==> src/rtl/sevenseg_pkg.sv <==
// Shared constants and hex-to-segment decode for the seven-segment scan driver.
// Latency: combinational helpers only.
// Backpressure: none; pure constants and functions.
package sevenseg_pkg;

    localparam int SEG_W = 7;

    // Segment order is {a,b,c,d,e,f,g}, active high.
    localparam logic [SEG_W-1:0] SEG_BLANK = 7'b0000000;
    localparam logic [SEG_W-1:0] SEG_0     = 7'b1111110;
    localparam logic [SEG_W-1:0] SEG_1     = 7'b0110000;
    localparam logic [SEG_W-1:0] SEG_2     = 7'b1101101;
    localparam logic [SEG_W-1:0] SEG_3     = 7'b1111001;
    localparam logic [SEG_W-1:0] SEG_4     = 7'b0110011;
    localparam logic [SEG_W-1:0] SEG_5     = 7'b1011011;
    localparam logic [SEG_W-1:0] SEG_6     = 7'b1011111;
    localparam logic [SEG_W-1:0] SEG_7     = 7'b1110000;
    localparam logic [SEG_W-1:0] SEG_8     = 7'b1111111;
    localparam logic [SEG_W-1:0] SEG_9     = 7'b1111011;
    localparam logic [SEG_W-1:0] SEG_A     = 7'b1110111;
    localparam logic [SEG_W-1:0] SEG_B     = 7'b0011111;
    localparam logic [SEG_W-1:0] SEG_C     = 7'b1001110;
    localparam logic [SEG_W-1:0] SEG_D     = 7'b0111101;
    localparam logic [SEG_W-1:0] SEG_E     = 7'b1001111;
    localparam logic [SEG_W-1:0] SEG_F     = 7'b1000111;

    function automatic logic [SEG_W-1:0] seg_decode(input logic [3:0] nib);
        logic [SEG_W-1:0] pat;
        pat = SEG_BLANK;
        case (nib)
            4'h0: pat = SEG_0;
            4'h1: pat = SEG_1;
            4'h2: pat = SEG_2;
            4'h3: pat = SEG_3;
            4'h4: pat = SEG_4;
            4'h5: pat = SEG_5;
            4'h6: pat = SEG_6;
            4'h7: pat = SEG_7;
            4'h8: pat = SEG_8;
            4'h9: pat = SEG_9;
            4'hA: pat = SEG_A;
            4'hB: pat = SEG_B;
            4'hC: pat = SEG_C;
            4'hD: pat = SEG_D;
            4'hE: pat = SEG_E;
            default: pat = SEG_F;
        endcase
        return pat;
    endfunction

endpackage

==> src/rtl/sevenseg_decode.sv <==
// Nibble to seven-segment pattern with a blanking override.
// Latency: combinational.
// Backpressure: none.
module sevenseg_decode
    import sevenseg_pkg::*;
(
    input  logic [3:0]       nibble_i,
    input  logic             blank_i,
    output logic [SEG_W-1:0] seg_o
);

    assign seg_o = blank_i ? SEG_BLANK : seg_decode(nibble_i);

endmodule

==> src/rtl/sevenseg_scan.sv <==
// Time-multiplexed seven-segment scanner with frame-aligned double-buffered value.
// Latency: outputs update the cycle after each slot tick; load shows within DIGITS*REFRESH_DIV+1 cycles.
// Backpressure: none; later loads overwrite the shadow. SEVENSEG_LZB_EN enables leading-zero blanking.
module sevenseg_scan
    import sevenseg_pkg::*;
#(
    parameter int DIGITS      = 4,
    parameter int REFRESH_DIV = 50000
) (
    input  logic                  clk,
    input  logic                  rst_n,
    input  logic                  load,
    input  logic [4*DIGITS-1:0]   value,
    output logic                  pending,
    output logic [SEG_W-1:0]      segments,
    output logic [DIGITS-1:0]     grounds,
    output logic                  frame_tick
);

    localparam int DIV_W = (REFRESH_DIV > 1) ? $clog2(REFRESH_DIV) : 1;
    localparam int IDX_W = (DIGITS > 1) ? $clog2(DIGITS) : 1;
    localparam logic [DIV_W-1:0] DIV_LAST = DIV_W'(REFRESH_DIV - 1);
    localparam logic [IDX_W-1:0] IDX_LAST = IDX_W'(DIGITS - 1);

    logic [DIV_W-1:0]    div_q, div_d;
    logic [IDX_W-1:0]    idx_q, idx_d;
    logic [4*DIGITS-1:0] shadow_q, shadow_d;
    logic [4*DIGITS-1:0] active_q, active_d;
    logic                pending_q, pending_d;
    logic [SEG_W-1:0]    seg_q, seg_d;
    logic [DIGITS-1:0]   gnd_q, gnd_d;
    logic                ft_q, ft_d;

    logic                tick;
    logic                commit;
    logic [3:0]          nib;
    logic                blank;
    logic [SEG_W-1:0]    dec_seg;

    sevenseg_decode u_decode (
        .nibble_i (nib),
        .blank_i  (blank),
        .seg_o    (dec_seg)
    );

    // Divider, digit index and double-buffer update; commit only at the digit-0 slot.
    always_comb begin
        tick      = (div_q == DIV_LAST);
        commit    = tick && (idx_q == '0);
        div_d     = tick ? '0 : div_q + DIV_W'(1);
        idx_d     = idx_q;
        if (tick) begin
            idx_d = (idx_q == IDX_LAST) ? '0 : idx_q + IDX_W'(1);
        end
        shadow_d  = shadow_q;
        active_d  = active_q;
        pending_d = pending_q;
        if (commit) begin
            // A load landing on the commit cycle wins over the older shadow.
            if (load) begin
                active_d = value;
            end else if (pending_q) begin
                active_d = shadow_q;
            end
            pending_d = 1'b0;
        end else if (load) begin
            shadow_d  = value;
            pending_d = 1'b1;
        end
    end

    // Select the digit being scanned out of the post-commit value so digit 0 sees new data.
    always_comb begin
        nib   = 4'h0;
        blank = 1'b0;
        for (int i = 0; i < DIGITS; i++) begin
            if (idx_q == IDX_W'(i)) begin
                nib = active_d[4*i +: 4];
`ifdef SEVENSEG_LZB_EN
                blank = (i != 0) && ((active_d >> (4*i)) == '0);
`else
                blank = 1'b0;
`endif
            end
        end
    end

    // Output registers load on each slot tick and hold otherwise; frame_tick pulses on the digit-0 slot.
    always_comb begin
        seg_d = seg_q;
        gnd_d = gnd_q;
        if (tick) begin
            seg_d = dec_seg;
            gnd_d = DIGITS'(1) << idx_q;
        end
        ft_d = commit;
    end

    // All state resets asynchronously so the display goes dark immediately.
    always_ff @(posedge clk or negedge rst_n) begin
        if (!rst_n) begin
            div_q     <= '0;
            idx_q     <= '0;
            shadow_q  <= '0;
            active_q  <= '0;
            pending_q <= 1'b0;
            seg_q     <= '0;
            gnd_q     <= '0;
            ft_q      <= 1'b0;
        end else begin
            div_q     <= div_d;
            idx_q     <= idx_d;
            shadow_q  <= shadow_d;
            active_q  <= active_d;
            pending_q <= pending_d;
            seg_q     <= seg_d;
            gnd_q     <= gnd_d;
            ft_q      <= ft_d;
        end
    end

    assign pending    = pending_q;
    assign segments   = seg_q;
    assign grounds    = gnd_q;
    assign frame_tick = ft_q;

endmodule

==> config.mk <==
export PLATFORM = sky130hd
export DESIGN_NAME = sevenseg_scan
export DESIGN_NICKNAME = d
export VERILOG_FILES = /design/src/rtl/sevenseg_pkg.sv /design/src/rtl/sevenseg_decode.sv /design/src/rtl/sevenseg_scan.sv
export SDC_FILE = /design/constraint.sdc
export NUM_CORES = 1
export LEC_CHECK = 0
export ABC_AREA = 1
export ABC_CLOCK_PERIOD_IN_PS = 2300
export CAP_MARGIN = 15
export CORE_UTILIZATION = 52
export CTS_BUF_LIST = sky130_fd_sc_hd__clkbuf_8 sky130_fd_sc_hd__clkbuf_16
export DETAILED_ROUTE_END_ITERATION = 8
export PLACE_DENSITY = 0.76
export SETUP_SLACK_MARGIN = 0.15
export SYNTH_ARGS = -nofsm -noshare
export SYNTH_HDL_FRONTEND = slang
export SYNTH_SLANG_ARGS = --single-unit
export TNS_END_PERCENT = 5
==> constraint.sdc <==
create_clock -name clk -period 2.3 [get_ports clk]
set_input_delay 0.46 -clock clk [delete_from_list [all_inputs] [get_ports clk]]
set_output_delay 0.46 -clock clk [all_outputs]
set_load 0.005 [all_outputs]
[Word-level counts from Yosys, hierarchy flattened]
Memory sizes are Yosys's and may differ from the RTL's. A register that Yosys moved wholly into a read port is not among the register bits.
Cells that the tools add are included.
Widths: inputs -> output; s select.
Operators by class
  add/subtract/negate cells: 2
  equal/unequal tests: 4
  shift-type cells: 1
  multiplexer cells: 11
  bitwise gates (word level): 1
  reduce and logical (&&, ||, !) cells: 5
Operator list (number)
  $mux 16: 4
  $add 16x1->16 const B: 1
  $eq 16x16->1 const B: 1
  $mux 4: 4
  $eq 2x2->1 const B: 2
  $shl 1x2->4 const A: 1
  $add 2x1->2 const B: 1
  $eq 2x1->1 const B: 1
  $logic_not 2->1: 1
  $mux 1: 2
  $mux 2: 1
  $reduce_and 2->1: 1
  $reduce_bool 2->1: 1
  $logic_and 1x1->1: 1
  $logic_not 1->1: 1
  $not 1->1: 1
Storage, ports and cells
  register bits: 56
  memory bits (read-only): 112
  input port bits: 19
  output and inout port bits: 13
  logic and storage cells: 32
  memories kept: 1
Memories
  (no name shown): depth 16, bits a word 7, read ports 1, clocked after Yosys merged registers in 1, write ports 0, line sevenseg_pkg.sv:30  | case (nib)

[Depth between registers and ports, before layout]
  depth after elaboration: 7
  gate-level depth with buffers: 19

[Hierarchy]
From an unflattened synthesis, not the netlist that was laid out.
Unflattened totals
  cell total of the unflattened synthesis: 464
  area total of the unflattened synthesis: 3661.0 um2
Modules (own cells, without submodules)
  sevenseg_scan: times used 1, cells an instance 412, area each 3360.7 um2, seq. area each 1576.5 um2
  sevenseg_decode: times used 1, cells an instance 52, area each 300.3 um2, seq. area each 0.0 um2

[Least setup slack after synthesis]
OpenSTA, ideal clock, no wires.
  path type: register -> register
  start point: register div_q[0]
  end point: register seg_q[5] (netlist: segments[5])
  arrival time: 2.160 ns
  data required time: 2.176 ns
  path slack: 0.016 ns
  stages on the path, launching flop included: 17
  path buffers: 1
  period minus slack after synthesis: 2.284 ns
  cells stage by stage: dfrtp_1 -> ha_1 -> nand3_2 -> nor2_4 -> nand3_4 -> buf_6 -> nand2_1 -> nand3_1 -> nand3_1 -> nand3_1 -> nand2_1 -> inv_1 -> ha_1 -> inv_1 -> nand2_1 -> a21oi_1 -> a21oi_1
On the way
  longest elaborated chain between the ends: 7
RTL lines
  from (decl): line sevenseg_scan.sv:25  | logic [DIV_W-1:0] div_q, div_d;
  from (signal assigned): line sevenseg_scan.sv:111  | div_q <= div_d;
  $eq 16x16->1 *: line sevenseg_scan.sv:48  | tick = (div_q == DIV_LAST);
  $logic_and 1x1->1: line sevenseg_scan.sv:49  | commit = tick && (idx_q == '0);
  $mux 16: line sevenseg_scan.sv:58  | if (commit) begin
  $mux 4 (4 in a row): line sevenseg_scan.sv:77  | if (idx_q == IDX_W'(i)) begin
  to (decl): line sevenseg_scan.sv:30  | logic [SEG_W-1:0] seg_q, seg_d;
Mark *: on every way between the ends. The rest lies on a longest branch, timed or not.
A chain may end at the register's enable or synchronous reset.

[Worst setup path after layout]
  start point: register div_q[0]
  end point: register div_q[4]
On the way
  longest elaborated chain between the ends: 2
RTL lines
  $add 16x1->16 / $eq 16x16->1 (equally long branches): line sevenseg_scan.sv:50, sevenseg_scan.sv:48
  $mux 16 *: line sevenseg_scan.sv:50  | div_d = tick ? '0 : div_q + DIV_W'(1);
  via div_d[4]: line sevenseg_scan.sv:25
The timed path passes the listed nets; every way through them passes the cells marked *.

==> results.json <==
{
  "r2r_slack_ns": -0.05,
  "fin_util_pct": 71.97,
  "end_kind": "register",
  "fin_crit_ns": 2.351,
  "dpl.hpwl_um": 6271,
  "synth-simple-area-share_pct": 32.15,
  "io_pins": 32,
  "num_vias": 3421,
  "syn_inst": 466,
  "grt_pass1_vias": 3381,
  "avgRoutedWirePerCell_um": 13.95,
  "final_hold_viol_count": 0,
  "antenna_cells": 0,
  "synth_mux_area_share_pct": 2.384,
  "grt_max_degree": 33,
  "die_area_mm2": 0.007405,
  "drv_cap": 0,
  "routed_wl_um": 9262,
  "status": "finished, violations left",
  "critical_path_class": "reg2reg",
  "ctsLongestPathBuffers": 2,
  "grt_overflow": 0,
  "power_density_mw_per_mm2": 468.6,
  "worst_pin_slew_ns": 0.4086,
  "ys.flop_type": "dfrtp_1",
  "slowest_stage": "dfrtp_1",
  "hold_class": "in2async",
  "clock_latency_ns": 0.35,
  "synthTopCellsByCount": "129 x nand2_1, 64 x inv_1, 63 x dfrtp_1",
  "yosys.area.top_type": "dfrtp_1",
  "ctsHtreeMaxLevel": 3,
  "slew_headroom_pct": 72.76,
  "numCtsBuffers": 9,
  "clock-sinks": 63,
  "fmax_mhz": 425.3,
  "slew_violations": 0,
  "ys_types": 38,
  "crit_arrival_ns": 2.63,
  "area_delta_synth_final_pct": 33.11,
  "setup_viol": 5,
  "setup_slack_ns": -0.05113,
  "peakVddDrop_uv": 346.8,
  "drcViolationCount": 0,
  "grt_pass1_wl_um": 15550,
  "synth_top_family_by_area": "simple AND/OR/NAND/NOR gates",
  "grt_antenna_before_repair": 0,
  "place.gp.congestion": 0.9148,
  "hold_buffers": 0,
  "post-route-period-util_pct": 102.2,
  "nFillCells": 499,
  "rsz0062_at_grt": "true",
  "synth_warnings": 0,
  "crit_required_ns": 2.58,
  "initial_utilization_pct": 54.07,
  "drt-initial-drc-count": 186,
  "fp.dieH_um": 86.05,
  "p_leak_uw": 0.002415,
  "cts_root_buffer": "clkbuf_8",
  "max_stage_delay_ns": 0.40,
  "die_w_um": 86.05,
  "ys_seq_area_share_pct": 42.92,
  "skew_ns": 0.005135,
  "async_flop_share_pct": 100.0,
  "synth_fa_ha_area_share_pct": 4.087,
  "start_kind": "register",
  "violations": "setup timing",
  "crit_chain": "ha_4 > nand3_4 > buf_4 > buf_4 > buf_4 > buf_4 > buf_4 > buf_4 > buf_4 > buf_4 > buf_4 > buf_4 > buf_4 > buf_4 > a21oi_2",
  "cts_tree": "yes",
  "dp_slack_ns": -0.3981,
  "cts.reportedPaths.clkPinSlew_ns": 0.07,
  "syn_nets": 497,
  "synth_compound_area_share_pct": 8.890,
  "synth_seq_cells": 63,
  "multi_input_area_mm2": 0.001891,
  "regArea_mm2": 0.001577,
  "crit_path_max_fanout": 4,
  "cp_common_cell": "buf_4",
  "grt_usage_pct": 26.98,
  "num_rows": 30,
  "synth-xor-area-share_pct": 0.7153,
  "postRouteAntennaNets": 0,
  "final_layout_size_suffix_gt1_share_pct": 26.94,
  "avgSynthCellArea_um2": 7.883,
  "syn_area_mm2": 0.003674,
  "vias_per_cell": 5.152,
  "fin_nets": 594,
  "io_buffers": 31,
  "synth_area_leaders": "dfrtp_1 43%, nand2_1 13%, inv_1 6.5%, nand3_1 4.9%, o21ai_0 4.4%",
  "core_mm2": 0.006794,
  "synth.most_common_cell": "nand2_1",
  "synth-edff-count": 0,
  "yosys.area.top_type_share_pct": 42.92,
  "drt_pass1_iterations": 4
}
==> layer usage <==
| metal | wire (um) | global-route usage [%] |
|---|---|---|
| met5 | 0 | 0 |
| met4 | 182 | 11.36 |
| met3 | 337 | 4.524 |
| met2 | 4726 | 45.89 |
| met1 | 4015 | 33.95 |
==> worst max-delay path: cells and delay by family (launching register included) <==
family                     cells  cell delay [ns]
AOI/OAI and AO/OA              1             0.12
adders and majority gates      1             0.17
buffers and inverters         12             1.48
DFF                            1             0.40
and+or+nand+nor                1             0.10
==> cell families after synthesis <==
family | count (synthesis)
compound gates | 60
xor+xnor | 3
fa+ha+maj | 12
buf+inv | 80
flops | 63
mux | 8
simple gates | 240
==> placed cells by master (no fill, tap or decap), types with 2 or more instances in the layout <==
cell type | Yosys | final
inv_2 | 5 | 7
nand3_4 | 1 | 2
nor2_4 | 4 | 6
and2_1 | 4 | 4
a21boi_0 | 2 | 2
xor2_1 | 3 | 3
nor2_2 | 4 | 6
inv_1 | 64 | 61
mux2i_1 | 2 | 2
nand2_2 | 11 | 15
ha_1 | 12 | 8
nand3_1 | 36 | 34
ha_4 | 0 | 3
clkinv_2 | 0 | 3
inv_4 | 1 | 2
buf_6 | 2 | 2
o21ai_1 | 3 | 4
nand4_1 | 2 | 2
clkbuf_8 | 0 | 10
nand3_2 | 6 | 7
nand2_1 | 129 | 124
nor2_1 | 30 | 26
clkdlybuf4s50_1 | 0 | 29
nand2_4 | 6 | 7
dfrtp_1 | 63 | 63
o21ai_0 | 32 | 31
buf_12 | 0 | 3
mux2_2 | 6 | 6
buf_4 | 0 | 60
a21oi_1 | 15 | 14
o211ai_1 | 2 | 2
o21a_1 | 2 | 2
clkinvlp_4 | 0 | 2
==> timing repair <==
item / CTS / global route
gates resized for setup: 13 / 11
endpoints found under the hold margin: 0 / 0
setup endpoints to repair: 7 / 21
cloned: 0 / 0
setup buffers: 22 / 2
pin swaps: 10 / 9
==> power by group <==
group	switching, uW	leakage, uW	total [uW]	internal (uW)
Clock	456	0.0000981	980	524
Sequential	13.9	0.000759	1150	1130
Combinational	83.0	0.00156	163	80.5
==> path summary, 6_finish.rpt <==
| kind | cells past startpoint | endpoint | from |
|---|---|---|---|
| max in group asynchronous | 2 | segments[6]$_DFFE_PN0N_ | rst_n |
| min | 1 | shadow_q[6]$_DFFE_PN0P_ | rst_n |
| min in group clk | 2 | shadow_q[10]$_DFFE_PN0P_ | shadow_q[10]$_DFFE_PN0P_ |
| max reg2reg | 15 | div_q[4]$_DFF_PN0_ | div_q[0]$_DFF_PN0_ |
| min reg2reg | 2 | shadow_q[10]$_DFFE_PN0P_ | shadow_q[10]$_DFFE_PN0P_ |
| max | 15 | div_q[4]$_DFF_PN0_ | div_q[0]$_DFF_PN0_ |
==> state kept, by name (all words and copies together) (netlist names) <==
register and cells:
active_q 16, segments 7, div_q 16, pending 1, frame_tick 1, idx_q 2, shadow_q 16, grounds 4
==> per-stage QoR <==
stage | hold slack, ns | TNS, ns | power (uW) | area, um^2 | instances
2_1_floorplan | 0.1644 | 0 | 1239 | 3704 | 466
3_3_place_gp | 0.4095 | -2.226 | 1327 | 4412 | 624
3_5_place_dp | 0.4152 | -2.477 | 1331 | 4412 | 624
4_1_cts | 0.04479 | -0.01082 | 2295 | 4832 | 662
5_1_grt | 0.06180 | -1.169 | 2367 | 4890 | 664
6_report | 0.03214 | -0.1602 | 2291 | 4890 | 664
==> cell type report <==
| type | instances | area share [%] |
|---|---|---|
| clock buffer | 10 | 2.815 |
| timing repair buffer | 96 | 17.12 |
| inverter | 70 | 5.476 |
| clock inverter | 6 | 1.228 |
| multi-input combinational | 323 | 38.66 |
| sequential | 63 | 32.24 |
| tap | 96 | 2.456 |
No activity file was read; power rests on OpenSTA's default activity.
